### src/rtl/seg7_pkg.sv
// Shared constants for the seven-segment scan driver: segment bit order,
// scan states and the active-high hex-to-segment lookup.
package seg7_pkg;

    localparam int SEG_A  = 7;
    localparam int SEG_B  = 6;
    localparam int SEG_C  = 5;
    localparam int SEG_D  = 4;
    localparam int SEG_E  = 3;
    localparam int SEG_F  = 2;
    localparam int SEG_G  = 1;
    localparam int SEG_DP = 0;

    typedef enum logic {
        ST_BLANK = 1'b0,
        ST_SHOW  = 1'b1
    } scan_state_t;

    // Entry n holds {a,b,c,d,e,f,g} for hex digit n, 1 = lit.
    localparam logic [15:0][6:0] HEX_SEG_TABLE = {
        7'h47, 7'h4F, 7'h3D, 7'h4E, 7'h1F, 7'h77, 7'h7B, 7'h7F,
        7'h70, 7'h5F, 7'h5B, 7'h33, 7'h79, 7'h6D, 7'h30, 7'h7E
    };

    function automatic logic [6:0] hex2seg(input logic [3:0] nibble);
        return HEX_SEG_TABLE[nibble];
    endfunction

endpackage

### src/rtl/seg7_lz_mask.sv
// Leading-zero mask: bit i is set when digit i and every digit above it are zero.
// Digit 0 is never masked so a zero value still shows a single "0".
module seg7_lz_mask #(
    parameter int DIGITS = 4
) (
    input  logic [4*DIGITS-1:0] i_disp_val,
    output logic [DIGITS-1:0]   o_blank_mask
);

    logic [DIGITS-1:0] w_upper_zero;

    always_comb begin
        logic w_zero_so_far;
        w_zero_so_far = 1'b1;
        w_upper_zero  = '0;
        for (int i = DIGITS - 1; i >= 0; i--) begin
            w_zero_so_far   = w_zero_so_far & (i_disp_val[4*i +: 4] == 4'h0);
            w_upper_zero[i] = w_zero_so_far;
        end
    end

    assign o_blank_mask = w_upper_zero & ~DIGITS'(1);

endmodule

### src/rtl/seg7_scan_ctrl.sv
// Multiplexed seven-segment scan driver: per-slot blanking gap, frame-synchronous
// value update and registered segment/select outputs.
module seg7_scan_ctrl
    import seg7_pkg::*;
#(
    parameter int DIGITS         = 4,
    parameter int TICK_DIV       = 100000,
    parameter int BLANK_CYC      = 16,
    parameter int SEL_ACTIVE_LOW = 1,
    parameter int SEG_ACTIVE_LOW = 1
) (
    input  logic                clk,
    input  logic                reset_n,
    input  logic [4*DIGITS-1:0] value,
    input  logic [DIGITS-1:0]   dp_in,
    input  logic [DIGITS-1:0]   digit_en,
    input  logic                lz_blank,
    input  logic                load,
    output logic [7:0]          data,
    output logic [DIGITS-1:0]   sel,
    output logic                frame_done
);

    localparam int IW = (DIGITS > 1) ? $clog2(DIGITS) : 1;
    localparam int CW = (TICK_DIV > 1) ? $clog2(TICK_DIV) : 1;

    localparam logic [CW-1:0]     CNT_LAST  = CW'(TICK_DIV - 1);
    localparam logic [CW-1:0]     CNT_BLANK = CW'(BLANK_CYC);
    localparam logic [IW-1:0]     IDX_LAST  = IW'(DIGITS - 1);
    localparam logic [7:0]        DATA_OFF  = (SEG_ACTIVE_LOW != 0) ? 8'hFF : 8'h00;
    localparam logic [DIGITS-1:0] SEL_OFF   = (SEL_ACTIVE_LOW != 0) ? {DIGITS{1'b1}}
                                                                    : {DIGITS{1'b0}};

    scan_state_t         r_state;
    scan_state_t         w_state_next;
    logic [CW-1:0]       r_cnt;
    logic [CW-1:0]       w_cnt_next;
    logic [IW-1:0]       r_idx;
    logic [IW-1:0]       w_idx_next;
    logic                w_slot_end;
    logic                w_wrap;

    logic [4*DIGITS-1:0] r_disp_val;
    logic [DIGITS-1:0]   r_disp_dp;
    logic [4*DIGITS-1:0] r_pend_val;
    logic [DIGITS-1:0]   r_pend_dp;
    logic                r_pending;

    logic [7:0]          r_data;
    logic [7:0]          w_data_next;
    logic [DIGITS-1:0]   r_sel;
    logic [DIGITS-1:0]   w_sel_next;
    logic                r_frame_done;
    logic [DIGITS-1:0]   w_blank_mask;
    logic [3:0]          w_nibble;
    logic [6:0]          w_seg;

    seg7_lz_mask #(
        .DIGITS(DIGITS)
    ) u_lz_mask (
        .i_disp_val  (r_disp_val),
        .o_blank_mask(w_blank_mask)
    );

    always_ff @(posedge clk) begin
        if (!reset_n) begin
            r_state <= ST_BLANK;
            r_cnt   <= '0;
            r_idx   <= '0;
        end else begin
            r_state <= w_state_next;
            r_cnt   <= w_cnt_next;
            r_idx   <= w_idx_next;
        end
    end

    // Next slot position plus the output word for the slot currently being scanned.
    always_comb begin
        w_slot_end   = (r_cnt == CNT_LAST);
        w_wrap       = w_slot_end && (r_idx == IDX_LAST);
        w_cnt_next   = w_slot_end ? '0 : r_cnt + 1'b1;
        w_idx_next   = r_idx;
        if (w_slot_end) begin
            w_idx_next = (r_idx == IDX_LAST) ? '0 : r_idx + 1'b1;
        end
        w_state_next = (w_cnt_next < CNT_BLANK) ? ST_BLANK : ST_SHOW;

        w_nibble = r_disp_val[{r_idx, 2'b00} +: 4];
        w_seg    = hex2seg(w_nibble);
        if (lz_blank && w_blank_mask[r_idx]) begin
            w_seg = '0;
        end

        w_data_next = 8'h00;
        w_sel_next  = '0;
        if (r_state == ST_SHOW) begin
            w_data_next[SEG_A]  = w_seg[6];
            w_data_next[SEG_B]  = w_seg[5];
            w_data_next[SEG_C]  = w_seg[4];
            w_data_next[SEG_D]  = w_seg[3];
            w_data_next[SEG_E]  = w_seg[2];
            w_data_next[SEG_F]  = w_seg[1];
            w_data_next[SEG_G]  = w_seg[0];
            w_data_next[SEG_DP] = r_disp_dp[r_idx];
            w_sel_next[r_idx]   = digit_en[r_idx];
        end
        if (SEG_ACTIVE_LOW != 0) begin
            w_data_next = ~w_data_next;
        end
        if (SEL_ACTIVE_LOW != 0) begin
            w_sel_next = ~w_sel_next;
        end
    end

    always_ff @(posedge clk) begin
        if (!reset_n) begin
            r_data       <= DATA_OFF;
            r_sel        <= SEL_OFF;
            r_frame_done <= 1'b0;
        end else begin
            r_data       <= w_data_next;
            r_sel        <= w_sel_next;
            r_frame_done <= w_wrap;
        end
    end

    // A load landing on the wrap cycle bypasses the pending buffer entirely.
    always_ff @(posedge clk) begin
        if (!reset_n) begin
            r_disp_val <= '0;
            r_disp_dp  <= '0;
            r_pend_val <= '0;
            r_pend_dp  <= '0;
            r_pending  <= 1'b0;
        end else if (w_wrap) begin
            if (load) begin
                r_disp_val <= value;
                r_disp_dp  <= dp_in;
            end else if (r_pending) begin
                r_disp_val <= r_pend_val;
                r_disp_dp  <= r_pend_dp;
            end
            r_pending <= 1'b0;
        end else if (load) begin
            r_pend_val <= value;
            r_pend_dp  <= dp_in;
            r_pending  <= 1'b1;
        end
    end

    assign data       = r_data;
    assign sel        = r_sel;
    assign frame_done = r_frame_done;

endmodule

### config.mk
export PLATFORM = sky130hd
export DESIGN_NAME = seg7_scan_ctrl
export DESIGN_NICKNAME = d
export VERILOG_FILES = /design/src/rtl/seg7_pkg.sv /design/src/rtl/seg7_lz_mask.sv /design/src/rtl/seg7_scan_ctrl.sv
export SDC_FILE = /design/constraint.sdc
export NUM_CORES = 1
export LEC_CHECK = 0
export BUFFER_PORTS_ARGS = -buffer_cell sky130_fd_sc_hd__buf_2
export CORE_MARGIN = 4
export CORE_UTILIZATION = 55
export CTS_CLUSTER_DIAMETER = 40
export CTS_CLUSTER_SIZE = 8
export DETAILED_ROUTE_END_ITERATION = 7
export GPL_TIMING_DRIVEN = 1
export PLACE_DENSITY = 0.73
export SYNTH_ARGS = -nofsm -noshare
export SYNTH_HDL_FRONTEND = slang
export SYNTH_HIERARCHICAL = 1
export SYNTH_SLANG_ARGS = --single-unit
### constraint.sdc
create_clock -name clk -period 2.45 [get_ports clk]
set_input_delay 0.245 -clock clk [delete_from_list [all_inputs] [get_ports clk]]
set_output_delay 0.245 -clock clk [all_outputs]
set_load 0.02 [all_outputs]
==> flow_summary.ini <==
[sta]
max_freq_ghz = 0.439
fin_crit_sh_pct = 93.0
hold_viol = 0
min_period_ns = 2.28
slew_headroom_pct = 65.8
fin_worst_skew_ns = 0.00623
rsz0062_at_grt = false
slew_viol_final = 0
setup_viol = 0
worst_pin_slew_ns = 0.513
fin_tns_setup_ns = 0

[final_layout]
drive_gt1_share_pct = 20.4
mostFrequentLayoutCells = dfxtp_1, mux2i_1, buf_2
final_common_cell = dfxtp_1
stdcell_area_um2 = 4090
antennaDiodeCount = 0
nets = 430
syn2layout_area_growth_pct = 13.9

[place]
dpl_cell_area_um2 = 3840
dp_hpwl_mm = 5.10
routabilityCongestion = 0.805
portBuffers = 40

[synthesis]
syn_avg_cell_area_um2 = 10.1
synth_edf_count = 0
ys_warn_count = 6
synthArstFlopShare_pct = 0
syn_nets = 394
synthDistinctLibCells = 44
netlist_instances = 356
ys.flop_type = dfxtp_1
netlist_area_um2 = 3590
ys_ff_latch = 74
synth-seq-area-share_pct = 41.2

[global_routing]
grt_remaining_overflow = 0
grt_use_total_pct = 19.2
grt_max_degree = 41
grt_pass1_vias = 2393
met1_usage_pct = 24.7
antenna_found_initial = 0
grt_util_met3_pct = 3.54
grt_pass1_wl_mm = 11.6
use_met2_pct = 30.9
busiest_layer = met2

[route]
drtAntennaViolNets = 0
routedWlPerCell_um = 15.0
num_vias = 2618
drcViolationCount = 0
drt_first_iter_violations = 48
drt_pass1_iterations = 4
via_per_inst = 5.52
wirelength_mm = 7.10

[die]
dieArea_um2 = 7890
io_pins = 41
coreArea_um2 = 6350
fp.dieH_um = 88.8
start_util_pct = 56.6
fp.dieW_um = 88.8
num_rows = 29

[clock_network]
postCtsSetupBuffers = 0
cts_tree = yes
cts_sinks = 74
cts_resized = 0
cts_max_path_buffers = 2
numCtsBuffers = 9
cts_hold_buf = 0
cts.clk_slew.worst_paths_ns = 0.07
insertion_delay_ns = 0.34
htree_levels = 3
root_buffer = clkbuf_8

[setup_path]
end_kind = flip-flop
cp_cell_sequence = or4_4, nor4_4, and2_1, or2b_4, mux2i_1, nor2b_1
slowest_stage = or4_4
critPathMaxStageDelay_ns = 0.58
path_max_fanout = 20
critPathArrivalTime_ns = 2.52
regToRegSetupSlack_ns = 0.17
cp.required_ns = 2.69
critPathLaunchType = flip-flop
path_class = flip-flop to flip-flop

[worst_hold_path]
hp-class = primary input to flip-flop

[power_and_ir_drop]
vdd_drop_max_v = 0.000427
p_leak_nw = 1.90
p_per_area_nw_per_um2 = 622

[job]
maxCapViolCount = 0

[outcome]
status = finished clean
-- synthesized netlist by cell type (2+ instances only) --
cell type	n	area, µm²
ha_1	10	125
buf_12	2	40.0
nor2b_1	26	163
o21ai_0	4	20.0
o211a_1	20	200
nor2_1	20	75.1
and3_1	4	25.0
and2_1	6	37.5
dfxtp_1	74	1480
o211ai_1	2	15.0
and4_1	4	35.0
o221ai_1	4	35.0
buf_2	6	30.0
or4_4	2	22.5
clkbuf_1	15	56.3
xor2_1	8	70.1
mux4_2	8	180
nand2_1	35	131
nand3_1	8	40.0
mux2i_1	41	410
nand2b_1	2	12.5
a21oi_1	7	35.0
inv_1	8	30.0
nand4_1	7	43.8
nor3_1	5	25.0
xnor2_1	8	70.1
or4_1	3	22.5
-- routing by layer --
layer / wire length (µm) / vias up
li1: - / 1332
met1: 3320 / 1228
met2: 3420 / 44
met3: 214 / 14
met4: 142 / 0
met5: 0 / -
-- area by class of cell --
| type | instances | area [µm²] |
|---|---|---|
| Fill cell | 519 | 2260 |
| Multi-Input combinational cell | 249 | 1940 |
| Sequential cell | 74 | 1480 |
| Timing Repair Buffer | 50 | 288 |
| Clock buffer | 12 | 155 |
| Clock inverter | 4 | 97.6 |
| Tap cell | 77 | 96.3 |
| Inverter | 8 | 30.0 |
-- flip-flops by register name (all words and copies together) (netlist names) --
| name | flops |
|---|---|
| frame_done | 1 |
| data | 8 |
| r_pend_dp | 4 |
| r_state | 1 |
| sel | 4 |
| r_cnt | 17 |
| r_disp_val | 16 |
| r_disp_dp | 4 |
| r_idx | 2 |
| r_pend_val | 16 |
| r_pending | 1 |
-- per-stage QoR --
step                cells  utilization (%)  hold slack, ns  power, mW  setup slack (ns)
floorplan             356                -           0.368       1.37             0.314
global route          474             64.5           0.165       2.64           0.00198
detailed placement    458             60.5           0.421       1.40             0.160
CTS                   474             64.5           0.152       2.57             0.148
finish                474             64.5           0.167       2.55             0.172
global placement      458             60.5           0.402       1.40             0.246
-- path summary, 6_finish.rpt --
check            from            end  depth (start not counted)
max          r_cnt[5]  r_pend_val[2]                          6
max reg2reg  r_cnt[5]  r_pend_val[2]                          6
min reg2reg   r_state        data[0]                          1
min          dp_in[3]   r_pend_dp[3]                          3
-- cells by family (layout without fill, tap and decap cells) --
| family | count (synthesis) | count (layout) | share of synthesized area (%) |
|---|---|---|---|
| simple gates | 132 | 132 | 20.6 |
| flops | 74 | 74 | 41.2 |
| mux | 49 | 49 | 16.4 |
| compound gates | 41 | 41 | 9.43 |
| buf+inv | 33 | 74 | 4.87 |
| xor+xnor | 16 | 16 | 3.90 |
| fa+ha+maj | 10 | 10 | 3.48 |
| other cells | 1 | 1 | 0.104 |
-- critical path, delay by kind of cell, from the launching register on --
| family | cells | cell delay (ns) |
|---|---|---|
| flip-flops | 1 | 0.39 |
| multiplexers | 1 | 0.26 |
| AND/OR/NAND/NOR | 5 | 1.51 |
-- power by group --
group	switching, mW	internal (mW)	leakage [nW]
Sequential	0.0146	1.23	0.601
Combinational	0.0664	0.0677	1.18
Clock	0.437	0.733	0.123
Total	0.518	2.03	1.90
No activity file was read; power rests on OpenSTA's default activity.
